## config.mk

```make
export PLATFORM = sky130hd
export DESIGN_NAME = aclock_set_ctrl
export DESIGN_NICKNAME = d
export VERILOG_FILES = /design/src/rtl/aclock_pkg.sv /design/src/rtl/aclock_btn_edge.sv /design/src/rtl/aclock_set_ctrl.sv
export SDC_FILE = /design/constraint.sdc
export NUM_CORES = 1
export LEC_CHECK = 0
export ABC_CLOCK_PERIOD_IN_PS = 1900
export BUFFER_PORTS_ARGS = -buffer_cell sky130_fd_sc_hd__buf_2
export CAP_MARGIN = 20
export CORE_MARGIN = 4
export CORE_UTILIZATION = 49
export CTS_BUF_LIST = sky130_fd_sc_hd__clkbuf_8
export DETAILED_ROUTE_END_ITERATION = 10
export PLACE_DENSITY = 0.72
export SYNTH_ARGS = -nofsm -noshare
export SYNTH_HDL_FRONTEND = slang
export SYNTH_SLANG_ARGS = --single-unit
```

## constraint.sdc

```tcl
create_clock -name clk_1s -period 1.9 [get_ports clk_1s]
set_input_delay 0.095 -clock clk_1s [delete_from_list [all_inputs] [get_ports clk_1s]]
set_output_delay 0.095 -clock clk_1s [all_outputs]
set_load 0.05 [all_outputs]
```

## src/rtl/aclock_pkg.sv

```systemverilog
// Shared types and digit limits for the alarm-clock user-entry front end.
// Button bit positions match the order used by the edge detector vector.
package aclock_pkg;

  typedef enum logic [2:0] {
    ST_IDLE         = 3'd0,
    ST_EDIT_TIME    = 3'd1,
    ST_EDIT_ALARM   = 3'd2,
    ST_COMMIT_TIME  = 3'd3,
    ST_COMMIT_ALARM = 3'd4
  } state_e;

  localparam logic [1:0] H1_MAX    = 2'd2;
  localparam logic [3:0] H0_MAX    = 4'd9;
  localparam logic [3:0] H0_MAX_H2 = 4'd3;
  localparam logic [3:0] M1_MAX    = 4'd5;
  localparam logic [3:0] M0_MAX    = 4'd9;

  localparam logic [1:0] CUR_H1 = 2'd0;
  localparam logic [1:0] CUR_H0 = 2'd1;
  localparam logic [1:0] CUR_M1 = 2'd2;
  localparam logic [1:0] CUR_M0 = 2'd3;

  localparam int BTN_MODE = 0;
  localparam int BTN_LOAD = 1;
  localparam int BTN_SEL  = 2;
  localparam int BTN_INC  = 3;

  function automatic logic [3:0] wrap_inc(input logic [3:0] val, input logic [3:0] max);
    return (val >= max) ? 4'd0 : val + 4'd1;
  endfunction

endpackage

```

## src/rtl/aclock_btn_edge.sv

```systemverilog
// Rising-edge detector for the four debounced push-buttons.
// Edges are masked for the first clock after reset so a button held through reset never fires.
module aclock_btn_edge (
  input  logic       clk_1s,
  input  logic       reset,
  input  logic [3:0] level_i,
  output logic [3:0] edge_o
);

  logic [3:0] prev_q;
  logic       armed_q;

  always_ff @(posedge clk_1s or posedge reset) begin
    if (reset) begin
      prev_q  <= 4'b0;
      armed_q <= 1'b0;
    end else begin
      prev_q  <= level_i;
      armed_q <= 1'b1;
    end
  end

  assign edge_o = armed_q ? (level_i & ~prev_q) : 4'b0;

endmodule

```

## src/rtl/aclock_set_ctrl.sv

```systemverilog
// Digit-by-digit time/alarm edit session driving the clock core's load interface.
// Edit registers feed H_in*/M_in* directly; strobes and status flags are registered from next state.
module aclock_set_ctrl
  import aclock_pkg::*;
#(
  parameter int unsigned TIMEOUT_S = 30
) (
  input  logic       clk_1s,
  input  logic       reset,
  input  logic       btn_mode,
  input  logic       btn_sel,
  input  logic       btn_inc,
  input  logic       btn_load,
  input  logic [1:0] cur_h1,
  input  logic [3:0] cur_h0,
  input  logic [3:0] cur_m1,
  input  logic [3:0] cur_m0,
  output logic [1:0] H_in1,
  output logic [3:0] H_in0,
  output logic [3:0] M_in1,
  output logic [3:0] M_in0,
  output logic       LD_time,
  output logic       LD_alarm,
  output logic       editing,
  output logic       edit_alarm,
  output logic [1:0] cursor
);

  localparam logic [5:0] TMO_LAST = 6'(TIMEOUT_S - 1);

  state_e     state_q, state_d;
  logic [1:0] h1_q, h1_d, sh_h1_q, sh_h1_d;
  logic [3:0] h0_q, h0_d, sh_h0_q, sh_h0_d;
  logic [3:0] m1_q, m1_d, sh_m1_q, sh_m1_d;
  logic [3:0] m0_q, m0_d, sh_m0_q, sh_m0_d;
  logic [1:0] cursor_q, cursor_d;
  logic [5:0] timer_q, timer_d;
  logic       ld_time_q, ld_time_d;
  logic       ld_alarm_q, ld_alarm_d;
  logic       editing_q, editing_d;
  logic       edit_alarm_q, edit_alarm_d;
  logic [3:0] btn_edge;

  aclock_btn_edge u_btn_edge (
    .clk_1s  (clk_1s),
    .reset   (reset),
    .level_i ({btn_inc, btn_sel, btn_load, btn_mode}),
    .edge_o  (btn_edge)
  );

  always_comb begin
    state_d  = state_q;
    h1_d     = h1_q;
    h0_d     = h0_q;
    m1_d     = m1_q;
    m0_d     = m0_q;
    sh_h1_d  = sh_h1_q;
    sh_h0_d  = sh_h0_q;
    sh_m1_d  = sh_m1_q;
    sh_m0_d  = sh_m0_q;
    cursor_d = cursor_q;
    timer_d  = timer_q;

    case (state_q)
      ST_IDLE: begin
        if (btn_edge[BTN_MODE]) begin
          state_d  = ST_EDIT_TIME;
          h1_d     = cur_h1;
          h0_d     = cur_h0;
          m1_d     = cur_m1;
          m0_d     = cur_m0;
          cursor_d = CUR_H1;
          timer_d  = 6'd0;
        end
      end

      ST_EDIT_TIME, ST_EDIT_ALARM: begin
        if (|btn_edge) begin
          timer_d = 6'd0;
        end else if (timer_q == TMO_LAST) begin
          state_d = ST_IDLE;
        end else begin
          timer_d = timer_q + 6'd1;
        end

        // Only the highest-priority edge acts: mode > load > sel > inc.
        if (btn_edge[BTN_MODE]) begin
          if (state_q == ST_EDIT_TIME) begin
            state_d  = ST_EDIT_ALARM;
            h1_d     = sh_h1_q;
            h0_d     = sh_h0_q;
            m1_d     = sh_m1_q;
            m0_d     = sh_m0_q;
            cursor_d = CUR_H1;
          end else begin
            state_d = ST_IDLE;
          end
        end else if (btn_edge[BTN_LOAD]) begin
          if (state_q == ST_EDIT_TIME) begin
            state_d = ST_COMMIT_TIME;
          end else begin
            state_d = ST_COMMIT_ALARM;
            sh_h1_d = h1_q;
            sh_h0_d = h0_q;
            sh_m1_d = m1_q;
            sh_m0_d = m0_q;
          end
        end else if (btn_edge[BTN_SEL]) begin
          cursor_d = cursor_q + 2'd1;
        end else if (btn_edge[BTN_INC]) begin
          case (cursor_q)
            CUR_H1: begin
              h1_d = (h1_q >= H1_MAX) ? 2'd0 : h1_q + 2'd1;
              if ((h1_d == H1_MAX) && (h0_q > H0_MAX_H2)) h0_d = H0_MAX_H2;
            end
            CUR_H0:  h0_d = wrap_inc(h0_q, (h1_q == H1_MAX) ? H0_MAX_H2 : H0_MAX);
            CUR_M1:  m1_d = wrap_inc(m1_q, M1_MAX);
            default: m0_d = wrap_inc(m0_q, M0_MAX);
          endcase
        end
      end

      ST_COMMIT_TIME, ST_COMMIT_ALARM: state_d = ST_IDLE;

      default: state_d = ST_IDLE;
    endcase

    ld_time_d    = (state_d == ST_COMMIT_TIME);
    ld_alarm_d   = (state_d == ST_COMMIT_ALARM);
    editing_d    = (state_d == ST_EDIT_TIME) || (state_d == ST_EDIT_ALARM);
    edit_alarm_d = (state_d == ST_EDIT_ALARM);
  end

  always_ff @(posedge clk_1s or posedge reset) begin
    if (reset) begin
      state_q      <= ST_IDLE;
      h1_q         <= 2'd0;
      h0_q         <= 4'd0;
      m1_q         <= 4'd0;
      m0_q         <= 4'd0;
      sh_h1_q      <= 2'd0;
      sh_h0_q      <= 4'd0;
      sh_m1_q      <= 4'd0;
      sh_m0_q      <= 4'd0;
      cursor_q     <= CUR_H1;
      timer_q      <= 6'd0;
      ld_time_q    <= 1'b0;
      ld_alarm_q   <= 1'b0;
      editing_q    <= 1'b0;
      edit_alarm_q <= 1'b0;
    end else begin
      state_q      <= state_d;
      h1_q         <= h1_d;
      h0_q         <= h0_d;
      m1_q         <= m1_d;
      m0_q         <= m0_d;
      sh_h1_q      <= sh_h1_d;
      sh_h0_q      <= sh_h0_d;
      sh_m1_q      <= sh_m1_d;
      sh_m0_q      <= sh_m0_d;
      cursor_q     <= cursor_d;
      timer_q      <= timer_d;
      ld_time_q    <= ld_time_d;
      ld_alarm_q   <= ld_alarm_d;
      editing_q    <= editing_d;
      edit_alarm_q <= edit_alarm_d;
    end
  end

  assign H_in1      = h1_q;
  assign H_in0      = h0_q;
  assign M_in1      = m1_q;
  assign M_in0      = m0_q;
  assign LD_time    = ld_time_q;
  assign LD_alarm   = ld_alarm_q;
  assign editing    = editing_q;
  assign edit_alarm = edit_alarm_q;
  assign cursor     = cursor_q;

endmodule

```

==> results_tabular.tex, run 1 <==
\begin{tabular}{lr}
\hline
Metric & Value \\
\hline
\multicolumn{2}{l}{\textbf{Setup path}} \\
Critical path fanouts, max & 3 \\
Depth of the worst register-to-register path & 7 \\
Critical Path AT & 2.16 ns \\
WP data required & about 2.1 ns \\
Setup slack on the worst flop-to-flop path & -0.04 ns \\
Kind of launch point of the worst setup path & flop \\
Setup Crit Path Kind & reg2reg \\
Setup crit end kind & flop \\
\multicolumn{2}{l}{\textbf{GRT}} \\
Overall Global Routing Usage & 20.00\% \\
Vias in the first global route & 2504 \\
First-pass GRT wire length & between 10000 and 15000 um \\
Remaining global-route overflow & 0 \\
Maximum number of pins on one net before global-route repair & 19 \\
Number of antenna violations at the first check in global routing & 0 \\
\multicolumn{2}{l}{\textbf{Pwr}} \\
Proportion of power drawn by flip-flops and latches & 28.3\% \\
Worst ir drop on vdd & 0.001002 V \\
Share of total power in the clock network & 12.9\% \\
Net Sw Frac & 45.82\% \\
Switching power & approximately 2.9 mW \\
Leak pwr & between 1.5 and 2 nW \\
Comb power frac & 58.8\% \\
Cell internal pwr & around 3.4 mW \\
Power density normalized to cell area & 1685 mW/mm2 \\
\multicolumn{2}{l}{\textbf{Place}} \\
Final Wtd Congestion & 0.8870 \\
Inst Count DP & 435 \\
Input/output buffers & 39 \\
Post-Place Worst Slack & -0.06055 ns \\
Detailed-placement wirelength estimate & 5353 um \\
\multicolumn{2}{l}{\textbf{Final layout}} \\
Final Net Count & between 400 and 500 \\
Antenna diodes & 0 \\
Non-filler instance count after layout & 457 \\
Growth of design area from synthesis to finish & 27.16\% \\
Final standard cell utilization of the core & 65.82\% \\
Fraction of final layout cells with drive strength greater than 1 & 32.73\% \\
\multicolumn{2}{l}{\textbf{Clocking}} \\
TritonCTS clock tree & built \\
Inserted Clock Buffers & 5 \\
Clock-pin slew of the registers on the worst-case setup and hold paths & 0.09 ns \\
Maximum root-to-sink buffer count & 2 \\
Sinks on the clock net & 48 \\
Insertion delay to the later sink of the worst-skew pair & 0.31 ns \\
Root buf cell & sky130\_fd\_sc\_hd\_\_clkbuf\_8 \\
Number of H-tree levels & 2 \\
\multicolumn{2}{l}{\textbf{Logic synthesis}} \\
Total of flip-flops plus latches after synthesis & 48 \\
Number of synthesized flops with an enable pin & 0 \\
Asr flop ratio synth & 100.0\% \\
Sequential fraction of the synthesis area & 41.13\% \\
Ys flop type & sky130\_fd\_sc\_hd\_\_dfrtp\_1 \\
Synthesis Warnings & 0 \\
Gate count after technology mapping & roughly 310 \\
Synth Net Count & about 350 \\
Number of distinct library cells after synthesis & 56 \\
Per-instance average area after synthesis & 9.360 um2 \\
Post-synthesis instance area & between 0.002 and 0.003 mm2 \\
\multicolumn{2}{l}{\textbf{Routing}} \\
Via Count & 2636 \\
First-pass iteration count of the detailed router & 4 \\
Post-detailed-route wirelength per cell & 16.14 um \\
Wirelength, routed & 7376 um \\
Final ANT Viol Nets & 0 \\
Number of DRC violations after detailed-routing iteration 0 & 189 \\
Vias/cell & 5.768 \\
DRC viols & 0 \\
\multicolumn{2}{l}{\textbf{Floorplan}} \\
Effective utilization at floorplan & 51.76\% \\
I/O pin count & 40 \\
Core area & between 0.005 and 0.006 mm2 \\
Die outline width & 85.20 um \\
Die Footprint & between 0.007 and 0.008 mm2 \\
Floorplan die height & 85.20 um \\
Number of placement rows & 27 \\
\multicolumn{2}{l}{\textbf{Outcome}} \\
Violated checks & setup timing \\
Run status & finished, violations left \\
\multicolumn{2}{l}{\textbf{STA}} \\
Worst hold margin & 0.1057 ns \\
Number of hold-slack violations in the final timing report & 0 \\
Number of setup violations in the final report & 2 \\
Final worst setup slack & -0.03942 ns \\
Setup repair after global routing missed its margin & yes \\
Post-route fraction of the period consumed by the critical path & 102.1\% \\
Max Freq & 515.6 MHz \\
Fin crit period & 1.939 ns \\
Pins Over Slew Limit & 0 \\
Post-route clock skew & 0.01040 ns \\
\multicolumn{2}{l}{\textbf{Run}} \\
Max-cap violation count & 0 \\
\multicolumn{2}{l}{\textbf{Worst hold path}} \\
Hold Path Stages & 3 \\
Hold crit path type & in2reg \\
\hline
\end{tabular}
[cells in the final DEF, fill, tap and decap left out, types with 2 or more instances in the layout]
| master | instances |
|---|---|
| sky130_fd_sc_hd__mux2i_1 | 7 |
| sky130_fd_sc_hd__dfrtp_2 | 9 |
| sky130_fd_sc_hd__o211ai_1 | 4 |
| sky130_fd_sc_hd__o221ai_1 | 5 |
| sky130_fd_sc_hd__o2bb2ai_1 | 2 |
| sky130_fd_sc_hd__nand2_1 | 47 |
| sky130_fd_sc_hd__dlygate4sd3_1 | 5 |
| sky130_fd_sc_hd__inv_1 | 16 |
| sky130_fd_sc_hd__clkbuf_8 | 7 |
| sky130_fd_sc_hd__a221oi_1 | 2 |
| sky130_fd_sc_hd__o21a_1 | 2 |
| sky130_fd_sc_hd__and3_1 | 2 |
| sky130_fd_sc_hd__a211oi_1 | 2 |
| sky130_fd_sc_hd__o22ai_1 | 4 |
| sky130_fd_sc_hd__o31ai_1 | 3 |
| sky130_fd_sc_hd__mux2_2 | 12 |
| sky130_fd_sc_hd__nand3_1 | 6 |
| sky130_fd_sc_hd__nand2b_1 | 5 |
| sky130_fd_sc_hd__mux2_1 | 2 |
| sky130_fd_sc_hd__a22oi_1 | 3 |
| sky130_fd_sc_hd__o21ai_0 | 12 |
| sky130_fd_sc_hd__buf_2 | 39 |
| sky130_fd_sc_hd__ha_1 | 13 |
| sky130_fd_sc_hd__o21ai_1 | 9 |
| sky130_fd_sc_hd__nor3b_1 | 2 |
| sky130_fd_sc_hd__dfrtp_1 | 39 |
| sky130_fd_sc_hd__nand4_1 | 2 |
| sky130_fd_sc_hd__nor2_1 | 13 |
| sky130_fd_sc_hd__nand4b_1 | 3 |
| sky130_fd_sc_hd__buf_12 | 2 |
| sky130_fd_sc_hd__and2_1 | 2 |
| sky130_fd_sc_hd__a211o_1 | 2 |
| sky130_fd_sc_hd__nor2b_1 | 7 |
| sky130_fd_sc_hd__nor3_1 | 6 |
| sky130_fd_sc_hd__buf_4 | 35 |
| sky130_fd_sc_hd__o31a_1 | 4 |
| sky130_fd_sc_hd__a21oi_1 | 16 |
[flip-flops by register name (all words and copies together), names as in the netlist]
signal	cells
timer_q	6
H_in0	4
M_in0	4
M_in1	4
sh_h0_q	4
sh_m0_q	4
sh_m1_q	4
u_btn_edge.prev_q	4
state_q	3
H_in1	2
cursor	2
sh_h1_q	2
LD_alarm	1
LD_time	1
edit_alarm	1
editing	1
u_btn_edge.armed_q	1
[path summary, 6_finish.rpt]
path	startpoint	end
min in group asynchronous	reset	sh_m0_q[3]
max in group asynchronous	reset	cursor[0]
worst min-delay path	cur_h1[1]	H_in1[1]
worst max register to register	H_in1[0]	H_in0[2]
worst min register to register	sh_m1_q[3]	sh_m1_q[3]
worst max-delay path	H_in1[0]	H_in0[2]
[synth_stat cells (5+ instances only)]
cell / instances / area [um2]
sky130_fd_sc_hd__ha_1: 15 / 187.7
sky130_fd_sc_hd__inv_1: 17 / 63.81
sky130_fd_sc_hd__mux2i_1: 7 / 70.07
sky130_fd_sc_hd__o21ai_0: 15 / 75.07
sky130_fd_sc_hd__nor2b_1: 8 / 50.05
sky130_fd_sc_hd__nand2_1: 47 / 176.4
sky130_fd_sc_hd__nor3_1: 6 / 30.03
sky130_fd_sc_hd__mux2_2: 12 / 135.1
sky130_fd_sc_hd__a21oi_1: 17 / 85.08
sky130_fd_sc_hd__buf_2: 9 / 45.04
sky130_fd_sc_hd__nand3_1: 7 / 35.03
sky130_fd_sc_hd__dfrtp_1: 48 / 1201
sky130_fd_sc_hd__nand2b_1: 6 / 37.54
sky130_fd_sc_hd__o221ai_1: 5 / 43.79
sky130_fd_sc_hd__o21ai_1: 6 / 30.03
sky130_fd_sc_hd__nor2_1: 13 / 48.80
[layout make-up]
cell class | instances | area (um2)
well taps | 72 | 90.09
fillers | 468 | 1928
multi-input cells | 230 | 1669
inverters | 18 | 67.56
repair buffers | 81 | 548.0
clock buffers | 7 | 96.34
flip-flops and latches | 48 | 1212
clock inverters | 1 | 30.03
[metrics by stage]
step	cell area, um2	power (mW)	setup TNS, ns
after floorplan	2953	4.129	0
after detailed placement	3367	5.080	-0.1391
after global placement	3367	5.000	-0.08568
after global routing	3714	6.706	-0.3477
final	3714	6.258	-0.06372
after CTS	3551	5.911	0
[routing by layer]
| layer | wire (um) | vias to the layer above | global-route usage (%) |
|---|---|---|---|
| met5 | 0 | - | 0 |
| met1 | 3256 | 1280 | 26.94 |
| li1 | - | 1265 | - |
| met2 | 3606 | 82 | 33.69 |
| met4 | 82 | 0 | 4.460 |
| met3 | 431 | 9 | 3.495 |
[cells by family after synthesis]
| kind of cell | after synthesis | share of synthesized area (%) |
|---|---|---|
| simple gates | 108 | 18.38 |
| other cells | 1 | 0.1284 |
| xor+xnor | 2 | 0.8571 |
| fa+ha+maj | 15 | 6.427 |
| flops | 48 | 41.13 |
| compound gates | 83 | 19.75 |
| buf+inv | 34 | 5.526 |
| mux | 21 | 7.798 |
[critical path, cell delays in order (launching register included)]
cell and delay [ns]:
sky130_fd_sc_hd__dfrtp_2 0.41, sky130_fd_sc_hd__nand2b_4 0.15, sky130_fd_sc_hd__ha_4 0.20, sky130_fd_sc_hd__a211o_1 0.26, sky130_fd_sc_hd__a21oi_2 0.17, sky130_fd_sc_hd__nand4_1 0.20
sky130_fd_sc_hd__o31a_1 0.32, sky130_fd_sc_hd__o2bb2ai_2 0.13
[power groups by stage]
stage	Sequential, mW	Combinational [mW]	Clock (mW)
finish	1.77	3.68	0.808
global route	1.82	4.02	0.863
CTS	1.75	3.34	0.816
detailed placement	1.77	3.31	0
global placement	1.75	3.25	0
floorplan	2.32	1.80	0
[what timing repair did]
action,in CTS,in global routing
pin swaps,0,7
resized for setup,1,18
buffers inserted,0,9
hold buffers,5,0
endpoints found under the setup margin,4,23
endpoints found under the hold margin,20,0
Note: power is estimated with default switching activity, not from simulation.
==> run 2: changes to the inputs <==
Settings changed: SETUP_SLACK_MARGIN set to 0.3.
==> run 2 against run 1 <==
Against the previous run:
- the flow still finishes with violations (setup timing)
- cell count increased by 7.4%
- setup slack got worse by 0.020 ns
- power up 24%
- clock power decreased by 6.6%
- critical path depth is the same
- sequential power rose by 6%
- global-route usage is 2.8 points higher
- non-clock buffer count rose by 34
- utilization increased by 15 points
- register-to-register slack got worse by 0.02 ns
- first-iteration DRC count increased by 33%
- fmax is 1.0% lower
==> results_tabular.tex, run 2 (synthesized netlist as in run 1, its figures left out) <==
\begin{tabular}{lr}
\hline
Metric & Value \\
\hline
\multicolumn{2}{l}{\textbf{STA}} \\
Post-route fraction of the period consumed by the critical path & 103.1\% \\
Setup repair after global routing missed its margin & yes \\
Final worst setup slack & -0.05913 ns \\
Pins Over Slew Limit & 0 \\
Number of hold-slack violations in the final timing report & 0 \\
Fin crit period & 1.959 ns \\
Max Freq & 510.4 MHz \\
Number of setup violations in the final report & 2 \\
Post-route clock skew & 0.01005 ns \\
\multicolumn{2}{l}{\textbf{Routing}} \\
First-pass iteration count of the detailed router & 4 \\
Vias/cell & approximately 6 \\
Final ANT Viol Nets & 0 \\
Number of DRC violations after detailed-routing iteration 0 & approximately 250 \\
Post-detailed-route wirelength per cell & 20.32 um \\
DRC viols & 0 \\
Wirelength, routed & $\sim$10000 um \\
Via Count & between 2000 and 3000 \\
\multicolumn{2}{l}{\textbf{Floorplan}} \\
Die outline width & 85.20 um \\
Number of placement rows & 27 \\
Die Footprint & 0.007259 mm2 \\
Core area & 0.005642 mm2 \\
Effective utilization at floorplan & 51.76\% \\
Floorplan die height & 85.20 um \\
I/O pin count & 40 \\
\multicolumn{2}{l}{\textbf{Place}} \\
Detailed-placement wirelength estimate & around 5400 um \\
Post-Place Worst Slack & approximately 0.056 ns \\
Placement-stage cell area & $\sim$0.0034 mm2 \\
Final Wtd Congestion & 0.8817 \\
Input/output buffers & 39 \\
\multicolumn{2}{l}{\textbf{GRT}} \\
Remaining global-route overflow & 0 \\
Global-route met2 utilization & 37.08\% \\
Overall Global Routing Usage & between 20\% and 30\% \\
Highest-utilization routing layer at the global route stage & met2 \\
Number of antenna violations at the first check in global routing & 0 \\
Met1 Resource Use GR & a little under a third \\
Vias in the first global route & roughly 2800 \\
Maximum number of pins on one net before global-route repair & 30 \\
First-pass GRT wire length & 13360 um \\
Met3 global-route usage & 4.272\% \\
\multicolumn{2}{l}{\textbf{Final layout}} \\
Multi-input combinational cell area & $\sim$0.0021 mm2 \\
Antenna diodes & 0 \\
Finished layout cell area & 0.004556 mm2 \\
Total area of sequential cells & $\sim$0.0012 mm2 \\
Fraction of final layout cells with drive strength greater than 1 & 57.28\% \\
Number of fill cells & 275 \\
Growth of design area from synthesis to finish & 56.00\% \\
Final standard cell utilization of the core & 80.75\% \\
Most common cell after layout, fill and taps aside & sky130\_fd\_sc\_hd\_\_buf\_2 \\
Max reg flops & 6 \\
Final Net Count & approximately 450 \\
Most frequent cells in the layout & 40 x sky130\_fd\_sc\_hd\_\_buf\_2, 37 x sky130\_fd\_sc\_hd\_\_dfrtp\_1, 33 x sky130\_fd\_sc\_hd\_\_buf\_4 \\
Reg with most FFs & timer\_q \\
\multicolumn{2}{l}{\textbf{Worst hold path}} \\
Worst-case hold path end point & M\_in1[2] \\
Hold crit path type & in2reg \\
Min-delay src & cur\_m1[2] \\
Hold Path Stages & 3 \\
\multicolumn{2}{l}{\textbf{Setup path}} \\
WP data required & 2.13 ns \\
Setup Crit Path Kind & reg2reg \\
Origin of the worst setup path & H\_in1[0] \\
Setup crit end kind & flop \\
Depth of the worst register-to-register path & 7 \\
Critical path fanouts, max & 3 \\
Setup slack on the worst flop-to-flop path & -0.06 ns \\
Reg2reg end & H\_in0[3] \\
Critical Path AT & 2.19 ns \\
Kind of launch point of the worst setup path & flop \\
RR Startpoint & H\_in1[0] \\
\multicolumn{2}{l}{\textbf{Clocking}} \\
TritonCTS clock tree & built \\
Sinks on the clock net & between 40 and 50 \\
Maximum root-to-sink buffer count & 2 \\
Insertion delay to the later sink of the worst-skew pair & roughly 0.32 ns \\
Number of H-tree levels & 2 \\
Clock-pin slew of the registers on the worst-case setup and hold paths & around 0.10 ns \\
Inserted Clock Buffers & 5 \\
Root buf cell & sky130\_fd\_sc\_hd\_\_clkbuf\_8 \\
\multicolumn{2}{l}{\textbf{Pwr}} \\
Comb power frac & about two thirds \\
Share of total power in the clock network & 9.7\% \\
Power density normalized to cell area & 1702 mW/mm2 \\
Net Sw Frac & 46.68\% \\
Worst ir drop on vdd & 0.001176 V \\
Proportion of power drawn by flip-flops and latches & between 20\% and 30\% \\
Cell internal pwr & roughly 4.1 mW \\
Leak pwr & 2.051 nW \\
Post-layout total power & approximately 7.8 mW \\
Switching power & 3.620 mW \\
\multicolumn{2}{l}{\textbf{Outcome}} \\
Violated checks & setup timing \\
Run status & finished, violations left \\
\multicolumn{2}{l}{\textbf{Run}} \\
Max-cap violation count & 0 \\
\hline
\end{tabular}
-- run 2: timing repair --
item	in CTS	in global routing
endpoints found under the setup margin	36	40
resized for setup	48	110
cloned	0	2
hold endpoints to repair	23	0
pin swaps	19	57
setup buffers	23	15
hold buffers	5	0
-- run 2: cell type report --
| class | instances | share of cell area, % |
|---|---|---|
| clock inverters | 3 | 0.8514 |
| well taps | 72 | 1.977 |
| clock buffers | 5 | 1.511 |
| flip-flops and latches | 48 | 26.67 |
| repair buffers | 115 | 20.93 |
| multi-input cells | 230 | 46.47 |
| inverters | 18 | 1.593 |
-- run 2: worst max path at each step --
| stage | slack, ns | end | depth (start not counted) |
|---|---|---|---|
| floorplan | 0.0007 | H_in0[3] | 7 |
| global placement | 0.07 | sh_m0_q[2] | 6 |
| detailed placement | 0.06 | sh_h0_q[3] | 6 |
| CTS | 0.05 | H_in0[3] | 7 |
| global route | -0.13 | H_in0[3] | 7 |
| finish | -0.06 | H_in0[3] | 7 |
-- run 2: metrics by stage --
step	setup TNS (ns)	hold slack [ns]	instances
after floorplan	0	0.1264	312
after global placement	0	0.1373	438
after detailed placement	0	0.1408	438
after CTS	0	0.06928	474
after global routing	-0.2390	0.09522	491
final	-0.06771	0.08814	491
-- run 2: power by group through the flow --
stage               clock, mW  combinational (mW)  sequential [mW]
floorplan                   0                1.93             2.34
global placement            0                3.32             1.77
CTS                     0.751                4.12             1.77
finish                  0.755                5.13             1.87
detailed placement          0                3.39             1.80
global route            0.803                5.43             1.90
-- run 2: worst max-delay path: stages, from the launching register on --
cell and delay [ns]:
sky130_fd_sc_hd__dfrtp_2 0.43, sky130_fd_sc_hd__nand2b_4 0.15, sky130_fd_sc_hd__ha_4 0.20, sky130_fd_sc_hd__a211o_1 0.26, sky130_fd_sc_hd__a21oi_2 0.21, sky130_fd_sc_hd__nand4_1 0.18, sky130_fd_sc_hd__o31a_1 0.28, sky130_fd_sc_hd__o2bb2ai_1 0.16
-- run 2: per-layer routing --
| layer | up-vias | share of wire, % |
|---|---|---|
| met2 | 150 | 50 |
| met5 | - | 0 |
| met3 | 34 | 6.2 |
| met1 | 1448 | 41 |
| met4 | 0 | 3.3 |
| li1 | 1328 | - |
